**src/rtl/regfile_pkg.sv**
```systemverilog
// Shared register-file sizing for the operand read stage.
package regfile_pkg;
  localparam int XLEN  = 32;
  localparam int NREGS = 32;
  localparam int AW    = $clog2(NREGS);

  typedef logic [AW-1:0] reg_addr_t;
endpackage

```
**src/rtl/reg_scoreboard.sv**
```systemverilog
// Busy-bit tracking for in-flight destinations and RAW/WAW hazard detection.
// REGREAD_BYPASS_EN: a source being written back this cycle is not a RAW hazard.
module reg_scoreboard
  import regfile_pkg::*;
#(
  parameter int  NREGS = regfile_pkg::NREGS,
  localparam int AW    = $clog2(NREGS)
) (
  input  logic          clk,
  input  logic          reset,
  input  logic [AW-1:0] rs1_addr,
  input  logic [AW-1:0] rs2_addr,
  input  logic          dst_en,
  input  logic [AW-1:0] dst_addr,
  input  logic          set_en,
  input  logic          wb_en,
  input  logic [AW-1:0] wb_addr,
  output logic          raw_hazard,
  output logic          waw_hazard
);
  logic [NREGS-1:0] busy_q;
  logic [NREGS-1:0] busy_d;
  logic rs1_busy, rs2_busy, dst_busy, dst_clr;

  // Clear first so a same-address issue in the writeback cycle keeps the bit set.
  always_comb begin
    busy_d = busy_q;
    if (wb_en) busy_d[wb_addr] = 1'b0;
    if (set_en && dst_addr != '0) busy_d[dst_addr] = 1'b1;
    busy_d[0] = 1'b0;
  end

  always_ff @(posedge clk or posedge reset) begin
    if (reset) busy_q <= '0;
    else       busy_q <= busy_d;
  end

  assign rs1_busy = busy_q[rs1_addr] && (rs1_addr != '0);
  assign rs2_busy = busy_q[rs2_addr] && (rs2_addr != '0);
  assign dst_busy = busy_q[dst_addr] && (dst_addr != '0);
  assign dst_clr  = wb_en && (wb_addr == dst_addr);

`ifdef REGREAD_BYPASS_EN
  logic rs1_clr, rs2_clr;
  assign rs1_clr    = wb_en && (wb_addr == rs1_addr);
  assign rs2_clr    = wb_en && (wb_addr == rs2_addr);
  assign raw_hazard = (rs1_busy && !rs1_clr) || (rs2_busy && !rs2_clr);
`else
  assign raw_hazard = rs1_busy || rs2_busy;
`endif

  assign waw_hazard = dst_en && dst_busy && !dst_clr;
endmodule

```
**src/rtl/reg_read_unit.sv**
```systemverilog
// Register read stage: register file, scoreboard interlock and a one-entry operand register.
// REGREAD_BYPASS_EN: forward same-cycle writeback data into the operands.
module reg_read_unit
  import regfile_pkg::*;
#(
  parameter int  XLEN  = regfile_pkg::XLEN,
  parameter int  NREGS = regfile_pkg::NREGS,
  localparam int AW    = $clog2(NREGS)
) (
  input  logic            clk,
  input  logic            reset,
  input  logic            rd_valid,
  output logic            rd_ready,
  input  logic [AW-1:0]   rs1_addr,
  input  logic [AW-1:0]   rs2_addr,
  input  logic            dst_en,
  input  logic [AW-1:0]   dst_addr,
  input  logic            wb_en,
  input  logic [AW-1:0]   wb_addr,
  input  logic [XLEN-1:0] wb_data,
  output logic            out_valid,
  input  logic            out_ready,
  output logic [XLEN-1:0] rs1_data,
  output logic [XLEN-1:0] rs2_data
);
  logic [XLEN-1:0] rf_q [NREGS];
  logic [XLEN-1:0] rs1_q, rs1_d, rs2_q, rs2_d;
  logic [XLEN-1:0] rs1_val, rs2_val;
  logic            out_valid_q, out_valid_d;
  logic            raw_hazard, waw_hazard, accept;

  reg_scoreboard #(.NREGS(NREGS)) u_scoreboard (
    .clk        (clk),
    .reset      (reset),
    .rs1_addr   (rs1_addr),
    .rs2_addr   (rs2_addr),
    .dst_en     (dst_en),
    .dst_addr   (dst_addr),
    .set_en     (accept && dst_en),
    .wb_en      (wb_en),
    .wb_addr    (wb_addr),
    .raw_hazard (raw_hazard),
    .waw_hazard (waw_hazard)
  );

  assign rd_ready = !raw_hazard && !waw_hazard && (!out_valid_q || out_ready);
  assign accept   = rd_valid && rd_ready;

  // Entry 0 is never written, so it stays at its reset value of zero.
  always_ff @(posedge clk or posedge reset) begin
    if (reset) begin
      for (int i = 0; i < NREGS; i++) rf_q[i] <= '0;
    end else if (wb_en && wb_addr != '0) begin
      rf_q[wb_addr] <= wb_data;
    end
  end

  always_comb begin
    rs1_val = rf_q[rs1_addr];
    rs2_val = rf_q[rs2_addr];
`ifdef REGREAD_BYPASS_EN
    if (wb_en && wb_addr == rs1_addr) rs1_val = wb_data;
    if (wb_en && wb_addr == rs2_addr) rs2_val = wb_data;
`endif
    if (rs1_addr == '0) rs1_val = '0;
    if (rs2_addr == '0) rs2_val = '0;

    out_valid_d = out_valid_q;
    rs1_d       = rs1_q;
    rs2_d       = rs2_q;
    if (accept) begin
      out_valid_d = 1'b1;
      rs1_d       = rs1_val;
      rs2_d       = rs2_val;
    end else if (out_ready) begin
      out_valid_d = 1'b0;
    end
  end

  always_ff @(posedge clk or posedge reset) begin
    if (reset) begin
      out_valid_q <= 1'b0;
      rs1_q       <= '0;
      rs2_q       <= '0;
    end else begin
      out_valid_q <= out_valid_d;
      rs1_q       <= rs1_d;
      rs2_q       <= rs2_d;
    end
  end

  assign out_valid = out_valid_q;
  assign rs1_data  = rs1_q;
  assign rs2_data  = rs2_q;
endmodule

```
**config.mk**
```make
export PLATFORM = sky130hd
export DESIGN_NAME = reg_read_unit
export DESIGN_NICKNAME = d
export VERILOG_FILES = /design/src/rtl/regfile_pkg.sv /design/src/rtl/reg_scoreboard.sv /design/src/rtl/reg_read_unit.sv
export SDC_FILE = /design/constraint.sdc
export NUM_CORES = 2
export LEC_CHECK = 0
export CORE_AREA = 8 8 451 276
export DETAILED_ROUTE_END_ITERATION = 7
export DIE_AREA = 0 0 459 284
export GPL_ROUTABILITY_DRIVEN = 0
export PLACE_DENSITY_LB_ADDON = 0.08
export SETUP_SLACK_MARGIN = 0.1
export SLEW_MARGIN = 30
export SYNTH_ARGS = -nofsm -noshare
export SYNTH_HDL_FRONTEND = slang
export SYNTH_SLANG_ARGS = --single-unit
```
**constraint.sdc**
```tcl
create_clock -name clk -period 54.1 [get_ports clk]
set_input_delay 13.525 -clock clk [delete_from_list [all_inputs] [get_ports clk]]
set_output_delay 13.525 -clock clk [all_outputs]
set_load 0.02 [all_outputs]
```
==> run_results.csv <==
group,metric,value,unit
die,start_util,0.496,
critical_path,worst-path-stages,9,
clock_network,clkSinkCount,1120,
timing,finalMaxSlewViolations,0,
critical_path,cpLargestDelayFamily,"buffers and inverters",
yosys,synth_edf_count,0,
yosys,synth_nets,3727,
clock_network,root_buffer,"clkbuf_16",
yosys,synth.most_common_cell,"dfrtp_1",
timing,final.setup_skew,21.4,ps
critical_path,setup.worst_path.end_class,"output port",
cells_and_area,area_growth,10.8,%
route,vias,35508,
yosys,syn_inst,3669,
yosys,ys_types,51,
yosys,syn_area,58500,um2
yosys,ys_seq_area_frac,0.479,
route,totalWireLength,184000,um
yosys,async_flop_share,1.00,
critical_path,crit_arrival,17210,ps
critical_path,cp.required,40580,ps
critical_path,cp_num_buf_inv,3,
timing,timing.slew.headroom,0.302,
critical_path,critPathSlowestCell,"buf_12",
clock_network,clockBufferDepth,3,
global_route,grt_pass1_vias,37906,
timing,tns,0,ps
die,dieArea,130000,um2
run,maxCapViolations,0,
pwr,power.density,38.9,nW/um2
pwr,ir_worst_vdd,0.0266,mV
yosys,ys_ff_latch,1120,
route,vias_per_cell,6.76,
place,io_buffer_count,123,
clock_network,numCtsBuffers,110,
route,drc,1,
route,wire_per_inst,35.1,um
place,dp_hpwl,103000,um
route,drtIter0Drc,3850,
timing,fin_crit_sh,0.568,
critical_path,crit_type,"in2out",
pwr,p_leak,27.4,nW
global_route,grt_pass1_wl,271000,um
timing,timing.fmax,32.5,MHz
run_status,status,"finished with violations",
route,wl_met1,81200,um
critical_path,reg2reg_depth,8,
clock_network,post-cts-setup-buffers,0,
critical_path,cp-start-kind,"input port",
global_route,antenna_found_initial,6,
clock_network,cts_tree,"done",
worst_hold_path,hold_class,"reg2reg",
critical_path,crit_path_end,"rd_ready",
yosys,synth_top_area_frac,0.479,
timing,worst_pin_slew,1050,ps
critical_path,crit_start,"rs2_addr[1]",
die,die-width,459,um
yosys,synth_commonest_cells,"dfrtp_1 (1120), mux2_2 (1063), mux4_2 (652)",
yosys,ys_warn_count,0,
clock_network,path_clk_slew,60,ps
die,core.rowCount,98,
timing,rsz0062_at_grt,"no",
global_route,grt_max_degree,191,
clock_network,htree_levels,3,
route,wl_met3,16200,um
timing,finalSetupViolCount,0,
clock_network,worstSkewPairLatency,730,ps
critical_path,path_max_fanout,129,
timing,holdWs,391,ps
critical_path,r2r_end,"rs2_data[21]",
global_route,grt_util_all_layers,0.282,
die,die_h,284,um
cells_and_area,nNetsFinal,3618,
critical_path,r2r-start,"u_scoreboard.busy_q[31]",
yosys,avgSynthCellArea,15.9,um2
yosys,synthFlopType,"dfrtp_1",
cells_and_area,drive_gt1_frac,0.562,
worst_hold_path,worstHoldPathCells,0,
critical_path,critPathMaxStageDelay,710,ps
clock_network,post_cts_resized,0,
timing,hold_violations,0,
yosys,yosysTopAreaCell,"dfrtp_1",
die,core-area,118000,um2
cells_and_area,n_antenna_cell,0,
critical_path,rrSetupSlack,50120,ps
critical_path,crit_chain,"buf_8, buf_12, mux4_2, mux2_2, a22oi_1, a32oi_1, nor3_2, and2_1, clkdlybuf4s50_1",
die,pin_count,124,
route,ant_nets,0,
clock_network,hold_buffers,0,
global_route,overflow,0,
route,route.met2.wl,81300,um
route,highest_layer,"met5",
timing,period_needed,30740,ps
route,dr.pass1.iters,8,
run_status,violations,"design-rule violations",
yosys,synth_area_leaders,"dfrtp_1 (48%), mux4_2 (25%), mux2_2 (20%), clkbuf_1 (1.8%), o21ai_0 (0.86%)",
## state kept, by name, indices dropped and copies added (netlist names)
signal / flops
rf_q: 1024
rs1_data: 32
rs2_data: 32
u_scoreboard.busy_q: 31
out_valid: 1
## worst min-delay path by stage
| stage | start | slack [ps] | end |
|---|---|---|---|
| detailed placement | rf_q[1004] | 380 | rf_q[1004] |
| CTS | rf_q[1004] | 400 | rf_q[1004] |
| global route | rf_q[1009] | 410 | rf_q[1009] |
| floorplan | rf_q[1000] | 440 | rf_q[1000] |
| global placement | rf_q[1013] | 380 | rf_q[1013] |
| finish | rf_q[1017] | 390 | rf_q[1017] |
## power breakdown
part | internal, mW | switching [mW] | total (mW)
combinational | 0.339 | 0.226 | 0.566
sequential | 1.01 | 0.125 | 1.13
clock | 0.476 | 0.347 | 0.823
## kinds of logic (layout without fill, tap and decap cells)
logic type	count (synthesis)	after routing	synth area share
compound gates	142	142	0.0144
simple gates	191	191	0.0148
mux	1730	1730	0.458
flops	1120	1120	0.479
xor+xnor	5	5	0.000749
buf+inv	481	463	0.0326
## metrics by stage
stage | std cells | setup slack [ps] | area (um2) | util | total power [mW]
after CTS | 5247 | 23350 | 64800 | 0.550 | 2.53
after global placement | 5040 | 23390 | 60900 | 0.516 | 1.67
after detailed placement | 5044 | 23360 | 61000 | 0.517 | 1.71
after floorplan | 3669 | 9040 | 58500 | - | 1.52
final | 5251 | 23360 | 64800 | 0.550 | 2.52
after global routing | 5251 | 23220 | 64800 | 0.550 | 2.62
## metal layers
| metal | GRT usage | up-vias |
|---|---|---|
| met5 | 0.00975 | - |
| met1 | 0.420 | 19726 |
| li1 | - | 13893 |
| met4 | 0.0780 | 6 |
| met3 | 0.0777 | 333 |
| met2 | 0.408 | 1550 |
## area by class of cell
| type | instances | area, um2 |
|---|---|---|
| timing repair buffer | 190 | 1810 |
| multi-input combinational | 2068 | 28900 |
| sequential | 1120 | 28000 |
| clock buffer | 161 | 3240 |
| inverter | 70 | 272 |
| tap | 1600 | 2000 |
| fill | 9220 | 53100 |
| clock inverter | 42 | 573 |
## cells in the final DEF, fill, tap and decap left out, drive strengths merged, types with 25 or more instances in the layout
| cell type | count |
|---|---|
| nand2 | 114 |
| clkdlybuf4s50 | 80 |
| nor2 | 25 |
| mux2 | 1063 |
| clkbuf | 161 |
| inv | 72 |
| o21ai | 100 |
| mux4 | 652 |
| dfrtp | 1120 |
| buf | 110 |
No activity file was read; power rests on OpenSTA's default activity.
